File: src/rtl/scaler_pkg.sv
// Shared definitions for the FS01 binary scaler and its strobe supervisor.
package scaler_pkg;

  localparam int SCALER_NSTAGES_DEF = 16;
  localparam int SCALER_WDOG_DEF    = 64;

  // The strobe the supervisor expects to see next.
  typedef enum logic {
    PH_A = 1'b0,
    PH_B = 1'b1
  } phase_t;

endpackage : scaler_pkg

File: src/rtl/scaler_supervisor.sv
// Supervises the F01A/F01B strobe stream. It raises a failure alarm when the
// strobes stop, and a sticky error when A/B strobes arrive out of order.
module scaler_supervisor
  import scaler_pkg::*;
#(
  parameter int WDOG_LIMIT = SCALER_WDOG_DEF
) (
  input  logic clk,
  input  logic rst_n,
  input  logic f01a,
  input  logic f01b,
  output logic scafal,
  output logic seqerr
);

  // The watchdog saturates at WDOG_LIMIT, and the legal limit never exceeds
  // 65535, so a fixed 16-bit counter is wide enough.
  localparam logic [15:0] LIMIT = 16'(WDOG_LIMIT);

  phase_t      ph;
  logic [15:0] w;
  logic        any_strobe;
  logic        order_bad;

  assign any_strobe = f01a | f01b;

  // Ordering faults: both strobes together, A while B is due, or B while A is due.
  assign order_bad = (f01a & f01b)
                   | (f01a & (ph == PH_B))
                   | (f01b & ~f01a & (ph == PH_A));

  // Watchdog counter and alarm. A strobe clears the alarm at its own closing
  // edge, so the alarm is low in the cycle that follows that strobe.
  always_ff @(posedge clk or negedge rst_n) begin
    // NOTE: sequential state uses non-blocking assignments only, so every
    // register samples the values from before the edge.
    if (!rst_n) begin
      w      <= '0;
      scafal <= 1'b0;
    end else begin
      if (any_strobe) begin
        w <= '0;
      end else if (w != LIMIT) begin
        w <= w + 16'd1;
      end
      scafal <= ~any_strobe & (w == LIMIT);
    end
  end

  // Phase tracker with sticky error. After any strobe the expected phase is
  // the opposite of the strobe seen; B wins when both arrive together.
  always_ff @(posedge clk or negedge rst_n) begin
    if (!rst_n) begin
      ph     <= PH_A;
      seqerr <= 1'b0;
    end else begin
      if (f01b) begin
        ph <= PH_A;
      end else if (f01a) begin
        ph <= PH_B;
      end
      if (order_bad) begin
        seqerr <= 1'b1;
      end
    end
  end

endmodule : scaler_supervisor

File: src/rtl/scaler_chain.sv
// Binary scaler driven by the FS01 fall strobe (F01B). It provides the stage
// levels FS/FS_n and one-cycle rise/fall strobes FA/FB for every stage, plus
// strobe-stream supervision (SCAFAL, SEQERR).
module scaler_chain
  import scaler_pkg::*;
#(
  parameter int NSTAGES    = SCALER_NSTAGES_DEF,
  parameter int WDOG_LIMIT = SCALER_WDOG_DEF
) (
  input  logic               SIM_CLK,
  input  logic               SIM_RST,
  input  logic               F01A,
  input  logic               F01B,
  output logic [NSTAGES-1:0] FS,
  output logic [NSTAGES-1:0] FS_n,
  output logic [NSTAGES-1:0] FA,
  output logic [NSTAGES-1:0] FB,
  output logic               SCAFAL,
  output logic               SEQERR
);

  logic [NSTAGES-1:0] c;
  logic [NSTAGES-1:0] c_next;
  logic [NSTAGES-1:0] fa_q;
  logic [NSTAGES-1:0] fb_q;

  // Next count: advance by one on F01B, wrapping naturally at 2^NSTAGES.
  always_comb begin
    // NOTE: the default assignment first keeps this block free of latches.
    c_next = c;
    if (F01B) begin
      c_next = c + NSTAGES'(1);
    end
  end

  // Count register and edge strobes. The strobes come from old/new count, so
  // they are valid exactly when the new FS first appears and zero otherwise.
  always_ff @(posedge SIM_CLK or negedge SIM_RST) begin
    if (!SIM_RST) begin
      c    <= '0;
      fa_q <= '0;
      fb_q <= '0;
    end else begin
      c    <= c_next;
      fa_q <= ~c & c_next;
      fb_q <= c & ~c_next;
    end
  end

  assign FS   = c;
  assign FS_n = ~c;
  assign FA   = fa_q;
  assign FB   = fb_q;

  scaler_supervisor #(
    .WDOG_LIMIT(WDOG_LIMIT)
  ) u_supervisor (
    .clk   (SIM_CLK),
    .rst_n (SIM_RST),
    .f01a  (F01A),
    .f01b  (F01B),
    .scafal(SCAFAL),
    .seqerr(SEQERR)
  );

endmodule : scaler_chain

File: config.mk
export PLATFORM = sky130hd
export DESIGN_NAME = scaler_chain
export DESIGN_NICKNAME = d
export VERILOG_FILES = /design/src/rtl/scaler_pkg.sv /design/src/rtl/scaler_supervisor.sv /design/src/rtl/scaler_chain.sv
export SDC_FILE = /design/constraint.sdc
export NUM_CORES = 1
export LEC_CHECK = 0
export ABC_AREA = 0
export BUFFER_PORTS_ARGS = -buffer_cell sky130_fd_sc_hd__buf_4
export CAP_MARGIN = 10
export CORE_MARGIN = 4
export CORE_UTILIZATION = 35
export DETAILED_ROUTE_END_ITERATION = 16
export PLACE_DENSITY = 0.63
export SLEW_MARGIN = 30
export SYNTH_ARGS = -nofsm -noshare
export SYNTH_HDL_FRONTEND = slang
export SYNTH_SLANG_ARGS = --single-unit
File: constraint.sdc
create_clock -name SIM_CLK -period 1.5 [get_ports SIM_CLK]
set_clock_uncertainty 0.1 [all_clocks]
set_input_delay 0.15 -clock SIM_CLK [delete_from_list [all_inputs] [get_ports SIM_CLK]]
set_output_delay 0.15 -clock SIM_CLK [all_outputs]
set_load 0.01 [all_outputs]
* After elaboration in Yosys (flattened, before gate mapping) *
Cells that the tools add are included.

word-level totals
  register bits after elaboration = 67
  word-level logic and storage cells = 33

operators by class
  equal/unequal tests = 2
  reductions and logical operators = 2
  bitwise gates (word level) = 15
  muxes and demuxes = 5
  add/subtract/negate cells = 2

operator list
  operator                 count
  $mux W16                 3
  $add A16 B1 Y16 const B  2
  $and A16 B16 Y16         2
  $not A16 Y16             2
  $eq A16 B7 Y1 const B    1
  $ne A16 B7 Y1 const B    1
  $and A1 B1 Y1            5
  $reduce_bool A2 Y1       2
  $not A1 Y1               3
  $or A1 B1 Y1             3
  $mux W1                  2

* Logic depth before layout (Yosys ltp) *
Gate-level depths: netlist (run 1).

  word-level depth = 4
  depth in mapped cells = 6

* By module *
From an unflattened synthesis (run 1), not the netlist that was laid out.

unflattened totals
  cell total of the unflattened synthesis = 247
  area, all modules = 2757.6 um^2

by module, submodules not included
  module             sequential area each (um^2)  area each (um^2)  times used  cells each
  scaler_chain       1201.2                       1752.9            1           147
  scaler_supervisor  475.5                        1004.7            1           100

* Least setup slack after synthesis (run 1) *
OpenSTA, ideal clock, no wires.

  path type = flip-flop to flip-flop
  start = reg c[6] (netlist: FS[6])
  end = reg c[15] (netlist: FS[15])
  arrival time = 1436 ps
  stages on the path, launching flop included = 6
  clock period less this slack = 1662 ps
  required time = 1273 ps
  path buffers = 1
  path slack = -162 ps
  cells stage by stage = dfrtp_1 > buf_2 > and4_4 > nand3_4 > or3_4 > xnor2_2

between the ends
  word-level cells in the longest chain between the ends = 2

ends and longest elaborated chain
  element                 line                RTL
  start, declared         scaler_chain.sv:22  logic [NSTAGES-1:0] c;
  start signal, assigned  scaler_chain.sv:44  c <= c_next;
  $add A16 B1 Y16         scaler_chain.sv:32  c_next = c + NSTAGES'(1);
  $mux W16                scaler_chain.sv:31  if (F01B) begin
  via c_next[15]          scaler_chain.sv:23  logic [NSTAGES-1:0] c_next;

The timed path passes the listed nets, and every way through them passes these cells.
A chain may end at the register's enable or synchronous reset.

* Worst setup path after layout (run 1) *
  start = reg u_supervisor.w[11]
  end = reg u_supervisor.w[13]

between the ends
  word-level cells in the longest chain between the ends = 3
  elaborated cells on any way between the ends = 5
  those cells by class = add/sub: 1; eq/ne: 1; mux: 2; reduce/logical: 1

ends and longest elaborated chain
  element                 line                     RTL
  start, declared         scaler_supervisor.sv:21  logic [15:0] w;
  start signal, assigned  scaler_supervisor.sv:44  w <= w + 16'd1;
  $add A16 B1 Y16         scaler_supervisor.sv:44
  $mux W16                scaler_supervisor.sv:43  end else if (w != LIMIT) begin
  $mux W16                scaler_supervisor.sv:41  if (any_strobe) begin

Several ways; a longest one is shown, not always the timed one. The select of a mux whose other input is x is not followed.

==> metrics.cfg, run 1 <==
[run_status]
status=finished with violations
violations=setup timing

[yosys]
netlist_area_um2=2710
ys_seq_elements=67
synth_nets=253
synthFlopType=dfrtp_1
syn_inst=244
synthArstFlopShare_pct=100
ys_types=36
ys_seq_area_share_pct=61.9
synth_area_per_cell_um2=11.1
synth.yosys.warnings=0
synth_edf_count=0

[setup_path]
path_max_fanout=3
critPathCaptureType=flop
start_kind=flop
crit_arrival_ps=1640
crit_required_ps=1620
path_class=reg2reg
ff2ff_path_depth=5

[grt]
grt_pass1_wl_mm=10.6
first_global_vias=2252
grt_usage_pct=15.0
antenna_found_initial=0
grt_max_degree=29
overflow=0

[detailed_routing]
routed_via_density=4.49
drc=0
first_pass_iters=4
routed_wl_mm=6.61
ant_nets=0
wire_per_inst_um=13.9
vias=2136
drt_iter0_markers=93

[floorplan]
fp.dieH_um=96.0
die_area_um2=9210
io_pins=70
initial_core_util_pct=36.7
core_area_um2=7370
rows=31
die_w_um=96.0

[placed_design]
port_buffers=69
placedInstanceArea_um2=3710
place.gp.congestion=0.813
dp_hpwl_mm=4.79

[clock_network]
cts_htree_levels=3
cts_buffer_depth=2
clkSinkCount=67
cts_tree=built
numCtsBuffers=9
clk_pin_slew_worst_paths_ps=70
clkLatencyLatePin_ps=330
cts_root_buffer=clkbuf_8

[final_layout]
seqCellArea_um2=1680
multiInputGateArea_um2=1160
design_area_um2=4240
drive_gt1_share_pct=48.8
postLayoutCoreUtil_pct=57.6
syn2layout_area_growth_pct=56.7
finalNetCount=381
fillers=637
diodes=0

[sta]
worst_pin_slew_ps=366
min_period_ps=1520
timing.final.ws_setup_ps=-19.0
setup_viol=3
finalCritPeriodShare_pct=101
finalHoldViolCount=0
final-max-slew-violation-count=0
relSlewSlack_pct=75.6
rsz0062_at_grt=true
max_freq_mhz=658
hold_ws_ps=23.6

[pwr]
powerDensity_nw_per_um2=1190
finalPower_mw=5.05
ir_worst_vdd_mv=1.00
p_leak_nw=2.03

[hold_path]
hold_depth=3
hold_path.class=in2reg

[flow_run]
cap_violations=0

## routing by layer
layer  part of all wire [%]  vias to the layer above  global-route usage, %
li1                       -                     1060                      -
met1                     45                     1028                   19.6
met2                     50                       42                   23.7
met3                    4.0                        6                   3.83
met4                    1.1                        0                   6.04
met5                      0                        -                      0
## Yosys cell counts (2+ instances only)
master / number / area (um^2)
nand2_1: 17 / 63.8
xor2_1: 5 / 43.8
xnor2_1: 16 / 140
nor3_1: 9 / 45.0
inv_1: 21 / 78.8
o21ai_0: 7 / 35.0
nor3_2: 3 / 30.0
ha_1: 5 / 62.6
and3_1: 2 / 12.5
buf_2: 2 / 10.0
nand4_1: 7 / 43.8
nand2b_1: 6 / 37.5
dfrtp_1: 67 / 1680
nand3_1: 8 / 40.0
clkbuf_1: 2 / 7.51
nor4_1: 7 / 43.8
nand4_2: 2 / 25.0
nor2_1: 40 / 150
## power by group
group	total, mW	switching [mW]	leakage [nW]	internal, mW
clock	1.64	0.658	0.111	0.984
combinational	1.29	0.639	1.03	0.648
sequential	2.12	0.141	0.893	1.98
total	5.05	1.44	2.03	3.61
## state kept, by name (all words and copies together), names as in the netlist
register	cells
FA	16
FB	16
FS	16
u_supervisor.w	16
u_supervisor.ph	1
u_supervisor.scafal	1
u_supervisor.seqerr	1
## final cells by class
type | count | share of cell area, %
clock buffer | 12 | 3.42
timing repair buffer | 123 | 23.0
tap | 99 | 2.92
sequential | 67 | 39.7
inverter | 21 | 1.92
clock inverter | 4 | 1.74
multi-input combinational | 150 | 27.4
## path summary, 6_finish.rpt
path,startpoint,end,slack [ps]
setup / recovery,u_supervisor.w[11],u_supervisor.w[13],-20
hold / removal,F01B,FA[2],20
setup reg to reg,u_supervisor.w[11],u_supervisor.w[13],-20
hold reg to reg,u_supervisor.seqerr,u_supervisor.seqerr,380
max in group asynchronous,SIM_RST,FS[11],610
min in group asynchronous,SIM_RST,u_supervisor.seqerr,180
## layout by cell type (no fill, tap or decap), drive strengths merged, types with 2 or more instances in the layout
| cell | Yosys | layout |
|---|---|---|
| and3 | 2 | 2 |
| xnor2 | 17 | 17 |
| or2 | 2 | 2 |
| nand3 | 10 | 10 |
| nor3 | 12 | 12 |
| clkinv | 0 | 2 |
| ha | 5 | 5 |
| bufinv | 0 | 2 |
| and4 | 2 | 2 |
| dfrtp | 67 | 67 |
| dlygate4sd3 | 0 | 2 |
| inv | 21 | 21 |
| nand2 | 17 | 17 |
| o21ai | 7 | 7 |
| nor4 | 7 | 7 |
| nor2 | 40 | 40 |
| xor2 | 5 | 5 |
| nand4 | 9 | 9 |
| nand2b | 6 | 6 |
| clkbuf | 3 | 12 |
| buf | 3 | 121 |
## critical path, cell delays in order (launching register included)
cell	delay, ps
dfrtp_1	430
buf_6	130
nand4_1	210
nor4_2	330
xnor2_1	160
nor2_1	50
## timing repair
item / 4_1_cts / 5_1_grt
buffers inserted: 1 / 3
resized for setup: 11 / 45
pin swaps: 7 / 7
hold buffers: 2 / 0
hold endpoints to repair: 56 / 0
endpoints found under the setup margin: 19 / 25
## logic make-up after synthesis
family | count (synthesis) | synth area share, %
and+or+nand+nor | 112 | 22.0
DFF | 67 | 61.9
xor gates and xnor gates | 22 | 7.39
AOI/OAI and AO/OA | 11 | 2.40
buffers and inverters | 27 | 4.02
adders and majority gates | 5 | 2.31
## stage by stage
step | TNS, ps | worst slack [ps] | cells
2_1_floorplan | -119 | -85.3 | 244
3_3_place_gp | -355 | -82.0 | 454
5_1_grt | -710 | -103 | 476
6_report | -24.2 | -19.0 | 476
3_5_place_dp | -1290 | -182 | 454
4_1_cts | -94.4 | -43.3 | 473
(Power assumes the default switching activity.)
==> run 2: changes to the inputs <==
--- a/config.mk
+++ b/config.mk
@@ -12,6 +12,7 @@
 export CORE_UTILIZATION = 35
 export DETAILED_ROUTE_END_ITERATION = 16
 export PLACE_DENSITY = 0.63
+export REMOVE_ABC_BUFFERS = 1
 export SLEW_MARGIN = 30
 export SYNTH_ARGS = -nofsm -noshare
 export SYNTH_HDL_FRONTEND = slang
==> run 2 against run 1 <==
  * The flow still finishes with violations (setup timing)
  * Count of clock-buffer cells in the layout decreased by 3
  * Hold slack better by 3.0 ps
  * Die area did not move
  * Clock power decreased by 9%
  * Register-to-register slack got worse by 70 ps
  * Non-clock buffer count is 4 higher
  * Design area is 0.53% lower
  * Combinational power rose by 12%
  * Critical endpoint is now FB[14]
  * Highest routed layer unchanged
==> metrics.cfg, run 2 (synthesized netlist as in run 1, its figures left out) <==
[run_status]
status=finished with violations  ; unchanged
violations=setup timing  ; unchanged

[detailed_routing]
vias=2187  ; was 2136
first_pass_iters=4  ; unchanged
routed_via_density=4.56  ; was 4.49
routed_wl_mm=6.61  ; about the same
drt_iter0_markers=105  ; was 93
wire_per_inst_um=13.8  ; was 13.9 um
ant_nets=0  ; unchanged
drc=0  ; unchanged

[sta]
final-max-slew-violation-count=0  ; unchanged
relSlewSlack_pct=70.6  ; was 75.6%
max_freq_mhz=628  ; was 658 MHz
worst_pin_slew_ps=440  ; was 366 ps
timing.final.ws_setup_ps=-92.8  ; was -19.0 ps
finalCritPeriodShare_pct=106  ; was 101%
setup_viol=7  ; was 3
hold_ws_ps=26.6  ; was 23.6 ps
min_period_ps=1590  ; was 1520 ps
setup-tns-final_ps=-348  ; was -24.2 ps
finalHoldViolCount=0  ; unchanged
rsz0062_at_grt=true  ; unchanged

[grt]
use_met1_pct=20.5  ; was 19.6%
use_met2_pct=23.8  ; was 23.7%
antenna_found_initial=0  ; unchanged
first_global_vias=2180  ; was 2252
grt_max_degree=34  ; was 29
grt_use_met3_pct=4.14  ; was 3.83%
grt.busiest_layer=met2  ; unchanged
grt_usage_pct=15.1  ; was 15.0%
overflow=0  ; unchanged
grt_pass1_wl_mm=10.7  ; was 10.6 mm

[placed_design]
placedInstanceArea_um2=3680  ; was 3710 um^2
dp_hpwl_mm=4.66  ; was 4.79 mm
port_buffers=69  ; unchanged
place_ws_ps=-123  ; was -182 ps
place.gp.congestion=0.795  ; was 0.813

[setup_path]
crit_arrival_ps=1740  ; was 1640 ps
critPathCaptureType=flop  ; unchanged
crit_required_ps=1650  ; was 1620 ps
path_class=reg2reg  ; unchanged
ff2ff_path_depth=6  ; was 5
start_kind=flop  ; unchanged
path_max_fanout=7  ; was 3

[final_layout]
final_common_cell=buf_4  ; unchanged
final_cell_mix=buf_4, dfrtp_1, nor2_1  ; unchanged
drive_gt1_share_pct=49.9  ; was 48.8%
finalNetCount=385  ; was 381
diodes=0  ; unchanged
syn2layout_area_growth_pct=55.9  ; was 56.7%
design_area_um2=4220  ; was 4240 um^2

[pwr]
ir_worst_vdd_mv=1.12  ; was 1.00 mV
p_leak_nw=2.07  ; was 2.03 nW
finalPower_mw=5.03  ; was 5.05 mW
powerDensity_nw_per_um2=1190  ; about the same

[floorplan]
die_area_um2=9210  ; unchanged
io_pins=70  ; unchanged
rows=31  ; unchanged
die_w_um=96.0  ; unchanged
core_area_um2=7370  ; unchanged
fp.dieH_um=96.0  ; unchanged
initial_core_util_pct=36.7  ; unchanged

[hold_path]
hold_path.class=in2reg  ; unchanged
hold_depth=3  ; unchanged

[clock_network]
cts_buffer_depth=2  ; unchanged
cts_root_buffer=clkbuf_8  ; unchanged
cts_tree=built  ; unchanged
numCtsBuffers=9  ; unchanged
clk_pin_slew_worst_paths_ps=80  ; was 70 ps
clkSinkCount=67  ; unchanged
clkLatencyLatePin_ps=340  ; was 330 ps
cts_htree_levels=3  ; unchanged

[flow_run]
cap_violations=0  ; unchanged

[run 2: cell count changes in the layout (fill, tap and decap cells not counted), moves of 2 or more]
cell,change
dfrtp_2,-2
inv_1,-2
buf_6,-4
buf_4,+7
nor4_2,-2
ha_4,-3
ha_1,+2
o21ai_2,+2
nor3_1,-2
clkinvlp_4,+3
clkbuf_1,-2
o21ai_0,-3
dfrtp_1,+2
[run 2: layer usage]
layer	vias to the layer above	wire length, um
li1	1066	-
met1	1068	2870
met2	44	3380
met3	9	294
met4	0	62
met5	-	0
[run 2: what timing repair did]
action / 4_1_cts / 5_1_grt
gates resized for setup: 11 / 51
setup endpoints to repair: 21 / 35
setup buffers: 1 / 9
hold endpoints to repair: 41 / 0
hold buffers: 2 / 0
pin swaps: 2 / 15
gates cloned: 0 / 0
[run 2: layout make-up]
class	count	area (um^2)
inverter	21	85.1
multi-input combinational	150	1130
tap	99	124
timing repair buffer	127	997
clock buffer	9	124
fill	644	3150
sequential	67	1680
clock inverter	7	76.3
[run 2: worst max-delay path, cell delays in order, from the launching register on]
cell,delay (ps)
dfrtp_1,400
ha_2,200
and3_4,210
nand3_4,150
buf_6,170
buf_4,130
nor3_2,160
[run 2: per-stage QoR]
step / cells / util [%]
floorplan: 238 / -
global placement: 453 / 50.0
detailed placement: 453 / 50.0
CTS: 472 / 53.8
global route: 480 / 57.3
finish: 480 / 57.3
[run 2: final timing paths]
check                         from           endpoint  slack, ps
max                          FS[0]             FB[14]        -90
min                           F01B              FA[2]         30
max reg2reg                  FS[0]             FB[14]        -90
min reg2reg                 FS[14]             FA[14]        390
max in group asynchronous  SIM_RST  u_supervisor.w[4]        610
min in group asynchronous  SIM_RST             FS[12]        190
[run 2: report_power, final]
part	leakage (nW)	switching (mW)	internal [mW]
combinational	1.08	0.690	0.760
clock	0.0958	0.719	0.775
sequential	0.894	0.119	1.97
==> run 3: changes to the inputs <==
--- a/config.mk
+++ b/config.mk
@@ -8,10 +8,12 @@
 export ABC_AREA = 0
 export BUFFER_PORTS_ARGS = -buffer_cell sky130_fd_sc_hd__buf_4
 export CAP_MARGIN = 10
+export CELL_PAD_IN_SITES_DETAIL_PLACEMENT = 1
+export CELL_PAD_IN_SITES_GLOBAL_PLACEMENT = 1
 export CORE_MARGIN = 4
 export CORE_UTILIZATION = 35
 export DETAILED_ROUTE_END_ITERATION = 16
-export PLACE_DENSITY = 0.63
+export PLACE_DENSITY = 0.77
 export REMOVE_ABC_BUFFERS = 1
 export SLEW_MARGIN = 30
 export SYNTH_ARGS = -nofsm -noshare
==> run 3 against run 2 <==
  * The flow still finishes with violations (setup timing)
  * Global-route usage is 3.8 points higher
  * Utilization is 0.70 points lower
  * Combinational power is 3% lower
  * Sequential power hardly changed
  * Flip-flop and latch count stayed put
  * Setup slack better by 41 ps
  * Total power is 4.5% lower
  * Die area stayed put
  * Critical path depth is 2 lower
  * Maximum frequency is 2.7% higher
  * Register-to-register slack better by 40 ps
  * Largest cell class unchanged
  * Largest power group unchanged
==> metrics.cfg, run 3 (synthesized netlist as in run 1, its figures left out) <==
[sta]
finalHoldViolCount=0  ; unchanged
hold_ws_ps=24.1  ; was 26.6 ps
rsz0062_at_grt=true  ; unchanged
setup_viol=7  ; unchanged
worst_pin_slew_ps=430  ; was 440 ps
min_period_ps=1550  ; was 1590 ps
max_freq_mhz=645  ; was 628 MHz
relSlewSlack_pct=71.3  ; was 70.6%
final-max-slew-violation-count=0  ; unchanged
finalCritPeriodShare_pct=103  ; was 106%
timing.final.ws_setup_ps=-51.6  ; was -92.8 ps

[detailed_routing]
routed_via_density=4.86  ; was 4.56
first_pass_iters=4  ; unchanged
vias=2323  ; was 2187
ant_nets=0  ; unchanged
wire_per_inst_um=17.9  ; was 13.8 um
drt_iter0_markers=73  ; was 105
routed_wl_mm=8.56  ; was 6.61 mm
drc=0  ; unchanged

[pwr]
p_leak_nw=2.04  ; was 2.07 nW
switching_share_pct=31.0  ; was 30.4%
combPwrFrac_pct=29.4  ; was 28.8%
ir_worst_vdd_mv=0.724  ; was 1.12 mV
p_seq_share_pct=43.7  ; was 41.5%
powerDensity_nw_per_um2=1150  ; was 1190 nW/um^2
internal_power_mw=3.31  ; was 3.50 mW
clkPwrFrac_pct=26.8  ; was 29.7%
power.switching_mw=1.49  ; was 1.53 mW
finalPower_mw=4.80  ; was 5.03 mW

[setup_path]
path_class=reg2reg  ; unchanged
r2r-start=FS[2]  ; was FS[0]
ff2ff_path_depth=4  ; was 6
start_kind=flop  ; unchanged
r2r_setup_slack_ps=-50  ; was -90 ps
critPathCaptureType=flop  ; unchanged
crit_required_ps=1630  ; was 1650 ps
crit_chain=nand4_2 -> or2_4 -> or3_4 -> xnor2_2  ; was ha_2 -> and3_4 -> nand3_4 -> buf_6 -> buf_4 -> nor3_2
max_stage_delay_ps=390  ; was 400 ps
timing.rr.end=FS[15]  ; was FB[14]
slowest_stage=dfrtp_1  ; unchanged
path_max_fanout=3  ; was 7
crit_arrival_ps=1680  ; was 1740 ps

[final_layout]
fillers=818  ; was 644
drive_gt1_share_pct=48.5  ; was 49.9%
diodes=0  ; unchanged
final_cell_mix=buf_4, dfrtp_1, nor2_1  ; unchanged
finalNetCount=384  ; was 385
syn2layout_area_growth_pct=54.0  ; was 55.9%
final_common_cell=buf_4  ; unchanged

[hold_path]
holdPathEnd=FA[2]  ; unchanged
hold_depth=3  ; unchanged
min_from=F01B  ; unchanged
hold_path.class=in2reg  ; unchanged

[placed_design]
port_buffers=69  ; unchanged
dp_hpwl_mm=5.68  ; was 4.66 mm
place.gp.congestion=0.824  ; was 0.795

[clock_network]
cts_root_buffer=clkbuf_8  ; unchanged
cts_htree_levels=3  ; unchanged
clkSinkCount=67  ; unchanged
cts_tree=built  ; unchanged
cts_buffer_depth=2  ; unchanged
numCtsBuffers=9  ; unchanged
clkLatencyLatePin_ps=340  ; about the same
clk_pin_slew_worst_paths_ps=70  ; was 80 ps

[floorplan]
io_pins=70  ; unchanged
fp.dieH_um=96.0  ; unchanged
initial_core_util_pct=36.7  ; unchanged
rows=31  ; unchanged
die_w_um=96.0  ; unchanged
die_area_um2=9210  ; unchanged
core_area_um2=7370  ; unchanged

[grt]
first_global_vias=2567  ; was 2180
grt_usage_pct=19.0  ; was 15.1%
grt_pass1_wl_mm=13.2  ; was 10.7 mm
overflow=0  ; unchanged
antenna_found_initial=0  ; unchanged
grt_max_degree=37  ; was 34

[run_status]
status=finished with violations  ; unchanged
violations=setup timing  ; unchanged

[flow_run]
cap_violations=0  ; unchanged

run 3: changes by cell type in the layout (fill, tap and decap cells not counted), moves of 2 or more:
| cell | change |
|---|---|
| clkinvlp_4 | -2 |
| clkinv_4 | -2 |
| buf_6 | +2 |
| nand3_2 | +2 |
| buf_4 | -2 |
| clkbuf_1 | +3 |
| nor2_2 | -2 |
| nand2_2 | -2 |
run 3: through the flow:
stage | instance area, um^2 | util (%) | TNS (ps) | setup WS (ps) | std cells
4_1_cts | 3970 | 53.9 | -33.9 | -21.6 | 471
5_1_grt | 4170 | 56.6 | -1420 | -130 | 478
6_report | 4170 | 56.6 | -142 | -51.6 | 478
3_3_place_gp | 3670 | 49.8 | -144 | -53.2 | 451
3_5_place_dp | 3670 | 49.8 | -1020 | -127 | 451
2_1_floorplan | 2680 | - | -648 | -229 | 238
run 3: worst max path at each step:
stage | start | endpoint | slack [ps] | cells after the start
after floorplan | FS[2] | FS[15] | -230 | 4
after global placement | u_supervisor.w[13] | u_supervisor.w[0] | -50 | 4
after detailed placement | u_supervisor.w[11] | u_supervisor.w[2] | -130 | 4
after CTS | u_supervisor.w[0] | u_supervisor.w[12] | -20 | 6
after global routing | u_supervisor.w[1] | u_supervisor.w[10] | -130 | 7
final | FS[2] | FS[15] | -50 | 4
run 3: timing repair:
item | 4_1_cts | 5_1_grt
gates resized for setup | 21 | 38
buffers inserted | 3 | 7
hold buffers | 2 | 0
hold endpoints to repair | 33 | 0
pin swaps | 7 | 10
setup endpoints to repair | 21 | 32
run 3: routing by layer:
metal  GRT usage, %  wire length [um]
met1           23.4              3360
met2           32.9              4710
met3           4.22               332
met4           5.92               158
met5              0                 0
run 3: critical path: cells and delay by family (launching register included):
| family | cells | cell delay [ps] |
|---|---|---|
| xor+xnor | 1 | 150 |
| flops | 1 | 390 |
| simple gates | 3 | 810 |
run 3: area by class of cell:
cell class                      instances  area, um^2  area share, %
Clock buffer                           13         149           3.57
Clock inverter                          2        12.5          0.300
Tap cell                               99         124           2.97
Inverter                               21        81.3           1.95
Timing Repair Buffer                  126         990           23.7
Multi-Input combinational cell        150        1130           27.2
Sequential cell                        67        1680           40.3
run 3: power groups by stage:
stage | Combinational (mW) | Sequential (mW) | Clock, mW
final | 1.41 | 2.10 | 1.29
after global routing | 1.55 | 2.12 | 1.39
after CTS | 1.35 | 2.09 | 1.31
after detailed placement | 1.27 | 2.12 | 0
after global placement | 1.23 | 2.11 | 0
after floorplan | 0.311 | 2.26 | 0
